===== config.mk =====
export PLATFORM = sky130hd
export DESIGN_NAME = output_port_arbiter
export DESIGN_NICKNAME = d
export VERILOG_FILES = /design/src/rtl/output_port_arbiter.sv
export SDC_FILE = /design/constraint.sdc
export NUM_CORES = 1
export LEC_CHECK = 0
export BUFFER_PORTS_ARGS = -buffer_cell sky130_fd_sc_hd__buf_4
export CORE_MARGIN = 3
export CORE_UTILIZATION = 55
export DETAILED_ROUTE_END_ITERATION = 16
export MAX_ROUTING_LAYER = met4
export PLACE_DENSITY = 0.89
export SETUP_SLACK_MARGIN = 0.02
export SLEW_MARGIN = 40
export SYNTH_ARGS = -nofsm -noshare
export SYNTH_HDL_FRONTEND = slang
export SYNTH_SLANG_ARGS = --single-unit

===== constraint.sdc =====
create_clock -name clk -period 4.96 [get_ports clk]
set_input_delay 0.744 -clock clk [delete_from_list [all_inputs] [get_ports clk]]
set_output_delay 0.744 -clock clk [all_outputs]
set_load 0.01 [all_outputs]

===== src/rtl/output_port_arbiter.sv =====
// output_port_arbiter: round-robin wormhole arbiter for one router output port.
// Holds the grant from head to tail flit and forwards flits through a registered stage.
module output_port_arbiter #(
  parameter int DATA_WIDTH = 8,
  parameter int NUM_IN     = 5
) (
  input  logic                         clk,
  input  logic                         rst_n,
  input  logic [NUM_IN-1:0]            req,
  input  logic [NUM_IN-1:0]            in_valid,
  input  logic [NUM_IN-1:0]            in_tail,
  input  logic [NUM_IN*DATA_WIDTH-1:0] in_data,
  input  logic                         ret,
  output logic [NUM_IN-1:0]            grant,
  output logic [NUM_IN-1:0]            in_ready,
  output logic [DATA_WIDTH-1:0]        out_data,
  output logic                         out_valid,
  output logic                         busy,
  output logic [15:0]                  flit_cnt
);
  localparam int PW = (NUM_IN > 1) ? $clog2(NUM_IN) : 1;
  typedef enum logic {IDLE, LOCKED} state_t;
  state_t                  r_state, w_next;
  logic [NUM_IN-1:0]       r_grant;
  logic [PW-1:0]           r_ptr;
  logic [DATA_WIDTH-1:0]   r_out_data;
  logic                    r_out_valid;
  logic [15:0]             r_flit_cnt;
  logic [PW-1:0]           w_gidx, w_pick;
  logic                    w_xfer, w_tail;
  logic [DATA_WIDTH-1:0]   w_flit;
  always_comb begin
    w_gidx = '0;
    for (int i = 0; i < NUM_IN; i++)
      if (r_grant[i]) w_gidx = PW'(i);
  end
  // Descending scan so the nearest requester after r_ptr wins.
  always_comb begin
    logic [PW-1:0] idx;
    idx    = '0;
    w_pick = '0;
    for (int k = NUM_IN; k >= 1; k--) begin
      idx = PW'((int'(r_ptr) + k) % NUM_IN);
      if (req[idx]) w_pick = idx;
    end
  end
  assign w_flit = in_data[int'(w_gidx)*DATA_WIDTH +: DATA_WIDTH];
  assign w_tail = in_tail[w_gidx];
  always_ff @(posedge clk or negedge rst_n)
    if (!rst_n) r_state <= IDLE;
    else        r_state <= w_next;
  always_comb begin
    w_next = r_state;
    if (r_state == IDLE) w_next = |req ? LOCKED : IDLE;
    else                 w_next = (w_xfer && w_tail) ? IDLE : LOCKED;
  end
  always_comb begin
    busy     = r_state == LOCKED;
    w_xfer   = busy && in_valid[w_gidx] && !ret;
    in_ready = r_grant & {NUM_IN{w_xfer}};
  end
  always_ff @(posedge clk or negedge rst_n) begin
    if (!rst_n) begin
      r_grant     <= '0;
      r_ptr       <= PW'(NUM_IN - 1);
      r_out_data  <= '0;
      r_out_valid <= 1'b0;
      r_flit_cnt  <= '0;
    end else begin
      r_out_valid <= w_xfer;
      if (w_xfer) begin
        r_out_data <= w_flit;
        r_flit_cnt <= r_flit_cnt + 16'd1;
      end
      if (r_state == IDLE && |req) begin
        r_grant <= NUM_IN'(1) << w_pick;
      end else if (w_xfer && w_tail) begin
        r_grant <= '0;
        r_ptr   <= w_gidx;
      end
    end
  end
  assign grant     = r_grant;
  assign out_data  = r_out_data;
  assign out_valid = r_out_valid;
  assign flit_cnt  = r_flit_cnt;
endmodule


=== Yosys cells after proc, flatten, opt, wreduce, memory -nomap -nowiden ===
Cells that the tools add are included.

* Output and inout port bits: 36
* Input bits: 58
* Register bits: 34
* Bits in latches: 0
* RAM bits: 0
* Memories kept: 0
* Bits in read-only memories: 0

* Shifts and indexed selects: 2
* Mux-type cells: 28
* Eq/ne operators: 0
* $add $sub $neg: 6
* Reduce and logical (&&, ||, !) cells: 8
* Bitwise operators: 3
* Multipliers: 0
* Divide/modulo/power cells: 5
* $lt $le $gt $ge: 6

{| class="wikitable"
|+ Operators by type and width
! cell !! number
|-
| $mod A32 B4 Y32 const B || 5
|-
| $shiftx A40 B7 Y8 || 1
|-
| $lt A3 B4 Y1 const B || 6
|-
| $bmux W1 S3 || 7
|-
| $mux W3 || 6
|-
| $add A16 B1 Y16 const B || 1
|-
| $mux W1 || 11
|-
| $mux W5 || 2
|-
| $add A3 B2 Y4 const B || 2
|-
| $add A3 B3 Y4 const B || 2
|-
| $and A5 B5 Y5 || 1
|-
| $reduce_or A5 Y1 || 1
|-
| $shl A1 B3 Y5 const A || 1
|-
| $add A3 B1 Y4 const B || 1
|-
| $logic_and A1 B1 Y1 || 4
|-
| $mux W2 || 2
|-
| $not A1 Y1 || 2
|-
| $reduce_and A2 Y1 || 1
|-
| $reduce_bool A2 Y1 || 1
|-
| $logic_not A1 Y1 || 1
|}

=== Depth between registers and ports, before layout ===
* Depth after elaboration: 11
* Gate-level depth with buffers: 20
* Depth with buffers taken out: 18

=== Worst setup path before layout ===
OpenSTA, ideal clock, no wires.

* Kind: register to register
* Start point: register r_ptr[0]
* End point: register r_grant[0] (netlist: grant[0])
* Setup slack: 0.512 ns
* Stages on the path, launching flop included: 20
* Required time: 4.838 ns
* Data arrival time: 4.326 ns
* Path through: dfrtp_1 buf_2 inv_2 ha_1 clkbuf_1 inv_1 ha_1 or3b_1 o22ai_1 nor2_1 inv_1 ha_1 mux4_2 nand2b_1 a32oi_1 o21ai_0 o211a_1 a211o_1 a21o_1 a32o_1

* Word-level cells in the longest chain between the ends: 11
* Elaborated cells between the ends (all ways): 27

{| class="wikitable"
|+ Ends and longest elaborated chain
! item !! line !! source
|-
| start: declaration || 25 || <nowiki>logic [PW-1:0] r_ptr;</nowiki>
|-
| start signal: assignment || 65 || <nowiki>r_ptr <= PW'(NUM_IN - 1);</nowiki>
|-
| start signal: assignment || 79 || <nowiki>r_ptr <= w_gidx;</nowiki>
|-
| $add A3 B3 Y4 || 43 || <nowiki>idx = PW'((int'(r_ptr) + k) % NUM_IN);</nowiki>
|-
| $mod A32 B4 Y32 || 43 ||
|-
| $bmux W1 S3 || 44 || <nowiki>if (req[idx]) w_pick = idx;</nowiki>
|-
| $mux W1 (implied by the code) || 44 ||
|-
| $mux W3 (4 in a row) || 44 ||
|-
| $mux W3 (*) || 44 ||
|-
| $shl A1 B3 Y5 (*) || 76 || <nowiki>r_grant <= NUM_IN'(1) << w_pick;</nowiki>
|-
| $mux W5 (*) || 75 || <nowiki>if (r_state == IDLE && |req) begin</nowiki>
|-
| end signal: assignment || 76 ||
|-
| end: declaration || 24 || <nowiki>logic [NUM_IN-1:0] r_grant;</nowiki>
|}

Mark *: on every way between the ends. The rest lies on a longest branch, timed or not. The select of a mux whose other input is x is not followed.
A chain may end at the register's enable or synchronous reset.

=== Worst setup path after layout ===
* Start point: register r_ptr[1]
* End point: register r_grant[1] (netlist: grant[1])

Same word-level chain as after synthesis.

==> flow_summary_export.csv <==
group,metric,value,unit
worst_setup_path,cp-startpoint,"r_ptr[1]$_DFFE_PN0P_",
drt,drt-pass1-iter-count,5,
drt,drt_iter0_markers,374,
placement,numPortBuffers,93,
finish,mostFrequentLayoutCells,"buf_4, nor2_1, a21oi_1, nand2_1, dfrtp_1",
sta,fin_tns_setup,0,ns
grt,grt_pass1_vias,3557,
pwr,seq_power_share,16.6,%
cts,cts_sinks,34,
floorplan,dieArea,7703,sq um
logic_synthesis,synth_area_leaders,"dfrtp_1, ha_1, mux2i_1",
worst_setup_path,worstSetupStartpointType,"register",
pwr,switchingPower,0.001590,W
logic_synthesis,yosys.area.top_type,"dfrtp_1",
finish,drive_above_1_share,26.48,%
cts,cts_buffers,5,
finish,layout_commonest_cell,"buf_4",
worst_setup_path,ff2ff_path_depth,16,
grt,grt_pass1_wl,16.42,mm
logic_synthesis,syn-num-nets,528,
floorplan,core-area,6422,sq um
min_path,hold_path_class,"in -> async",
sta,worst_pin_slew,0.8060,ns
cts,htreeDepth,2,
worst_setup_path,regToRegStartpoint,"r_ptr[1]$_DFFE_PN0P_",
worst_setup_path,worstPathMaxFanout,10,
worst_setup_path,crit_required,5.18,ns
logic_synthesis,netlist_instances,443,
pwr,powerDensity,699.7,nW/um^2
finish,fillers,483,
drt,detail_route.wl_per_cell,16.91,um
finish,diodes,0,
sta,rsz0062_at_grt,"no",
sta,final.setup_skew,0.005953,ns
finish,areaGrowthSynthToFinish,22.08,%
placement,place_area,4400,sq um
pwr,clkPwrFrac,6.1,%
finish,final_area,4489,sq um
logic_synthesis,ys_warn_count,0,
sta,timing.fmax,0.2175,GHz
pwr,leakage,2.127,nW
grt,grt_start_max_net_pins,35,
pwr,ir_drop,0.0003164,V
sta,setup_viol,0,
worst_setup_path,cp_common_cell,"ha_1",
placement,place_congestion,0.9219,
worst_setup_path,arrival,4.82,ns
finish,nets,610,
flow_run,cap_violations,0,
drt,finalWirelength,10.18,mm
logic_synthesis,synthFlopType,"dfrtp_1",
worst_setup_path,crit_path_end_kind,"register",
worst_setup_path,r2r_setup_slack,0.36,ns
floorplan,rows,29,
placement,dp_hpwl,7.936,mm
cts,worstSkewPairLatency,0.29,ns
drt,via_per_inst,6.241,
pwr,internal_power,0.001551,W
cts,clk_path_buf_depth,2,
logic_synthesis,post_synth_num_cell_types,69,
sta,hold_violations,0,
cts,cts_tree,"built",
sta,min_period,4.598,ns
worst_setup_path,crit_path_top_delay_cell,"a221oi_2",
cts,clk_pin_slew_worst_paths,0.07,ns
logic_synthesis,async_flop_share,100.0,%
finish,multi_input_area,2638,sq um
cts,root_buffer,"clkbuf_8",
logic_synthesis,ys_seq_area_share,23.17,%
pwr,switching_share,50.61,%
worst_setup_path,critPathKind,"reg -> reg",
drt,postRouteAntennaNets,0,
sta,period_share,92.71,%
drt,drc,0,
worst_setup_path,max_stage_delay,0.50,ns
grt,globalRoute.totalOverflow,0,
pwr,pwr-share-comb,77.3,%
drt,vias,3757,
logic_synthesis,synth.ff_latch_count,34,
floorplan,ioPinCount,94,
worst_setup_path,crit_path_cell_trace,"ha_1, xor2_2, ha_1, nor2_1, a211oi_1, nor2_1, ha_1, inv_1, a21oi_1, a221oi_2, mux2_4, a32o_1, a311oi_1, o311a_1, a21boi_2, a32o_1",
logic_synthesis,syn_area,3677,sq um
sta,slew_headroom,46.27,%
logic_synthesis,synth_top_area_share,22.46,%
logic_synthesis,synth.avg_cell_area,8.301,sq um
logic_synthesis,synth_edf_count,0,
floorplan,start_util,57.26,%
grt,grtUsageTotal,27.35,%
finish,regArea,854.6,sq um
sta,drv_slew,0,
floorplan,die_h,87.77,um
worst_setup_path,rr_endpoint,"grant[1]$_DFFE_PN0P_",
grt,antenna_found_initial,0,
status,run_status,"complete, no violations",
floorplan,die_w,87.77,um
cts,post-cts-setup-buffer-count,0,
## cell families after synthesis
kind of cell    Yosys count  share of synthesized area, %
compound gates          125                         23.17
xor+xnor                 25                         6.159
fa+ha+maj                27                         9.187
buf+inv                  47                         5.171
flops                    34                         23.17
mux                      42                         13.37
simple gates            143                         19.77
## flip-flops by register name (all words and copies together), names as in the netlist
signal and count:
flit_cnt 16, r_ptr 3, out_data 8, out_valid 1
grant 5, busy 1
## how the worst max path moves through the flow
stage,endpoint,slack [ns],depth (start not counted)
2_1_floorplan,grant[0]$_DFFE_PN0P_,0.51,19
3_3_place_gp,grant[0]$_DFFE_PN0P_,0.50,18
4_1_cts,grant[1]$_DFFE_PN0P_,0.19,17
6_report,grant[1]$_DFFE_PN0P_,0.36,16
3_5_place_dp,grant[1]$_DFFE_PN0P_,0.20,17
5_1_grt,grant[1]$_DFFE_PN0P_,0.08,18
## Yosys cell counts (4+ instances only)
cell type and count:
a32o_1 5, o21ai_0 23, ha_1 27, inv_2 4, nand3_1 8, nor2_1 39, nand2_1 32, and2_1 6
and3_1 9, inv_1 20, xnor2_1 18, a21oi_1 38, a31oi_1 4, mux2i_1 24, a211oi_1 8, dfrtp_1 33
xor2_1 6, nand2b_1 8, nor3_1 11, a21o_1 4, mux2_2 13, clkbuf_1 15, mux4_2 4, nor2b_1 4
## through the flow
stage | cells | setup WS [ns] | total power [W] | util [%] | hold WS [ns]
floorplan | 443 | 0.5124 | 0.002306 | - | 0.4484
global placement | 594 | 0.4961 | 0.002783 | 68.52 | 0.4597
detailed placement | 594 | 0.1968 | 0.002889 | 68.52 | 0.4715
CTS | 601 | 0.1896 | 0.003095 | 69.74 | 0.4044
global route | 602 | 0.08412 | 0.003416 | 69.90 | 0.4161
finish | 602 | 0.3618 | 0.003141 | 69.90 | 0.3936
## area by class of cell
| type | count | share of cell area (%) |
|---|---|---|
| inverters | 25 | 2.146 |
| clock buffers | 5 | 1.533 |
| repair buffers | 97 | 16.16 |
| well taps | 77 | 2.146 |
| clock inverters | 2 | 0.2230 |
| flip-flops and latches | 34 | 19.04 |
| multi-input cells | 362 | 58.75 |
## critical path, delay by kind of cell (launching register included)
| kind | cells | cell delay [ns] |
|---|---|---|
| xor+xnor | 1 | 0.38 |
| mux | 1 | 0.35 |
| buf+inv | 1 | 0.07 |
| flops | 1 | 0.49 |
| simple gates | 2 | 0.25 |
| compound gates | 8 | 2.14 |
| fa+ha+maj | 3 | 0.87 |
## power by group through the flow
stage	clock, W	combinational, W	sequential (W)
floorplan	0	0.00184	0.000469
global placement	0	0.00227	0.000515
detailed placement	0	0.00237	0.000521
CTS	0.000196	0.00238	0.000518
global route	0.000207	0.00267	0.000539
finish	0.000192	0.00243	0.000521
## metal layers
metal | GRT usage [%] | share of wire [%] | vias up
li1 | - | - | 1778
met1 | 35.33 | 42 | 1769
met2 | 45.62 | 49 | 192
met3 | 3.951 | 7.4 | 18
met4 | 5.718 | 1.6 | 0
met5 | - | 0 | -
## timing repair
item,4_1_cts,5_1_grt
hold buffers,0,0
setup endpoints to repair,0,4
gates resized for setup,0,4
Note: power is estimated with default switching activity, not from simulation.
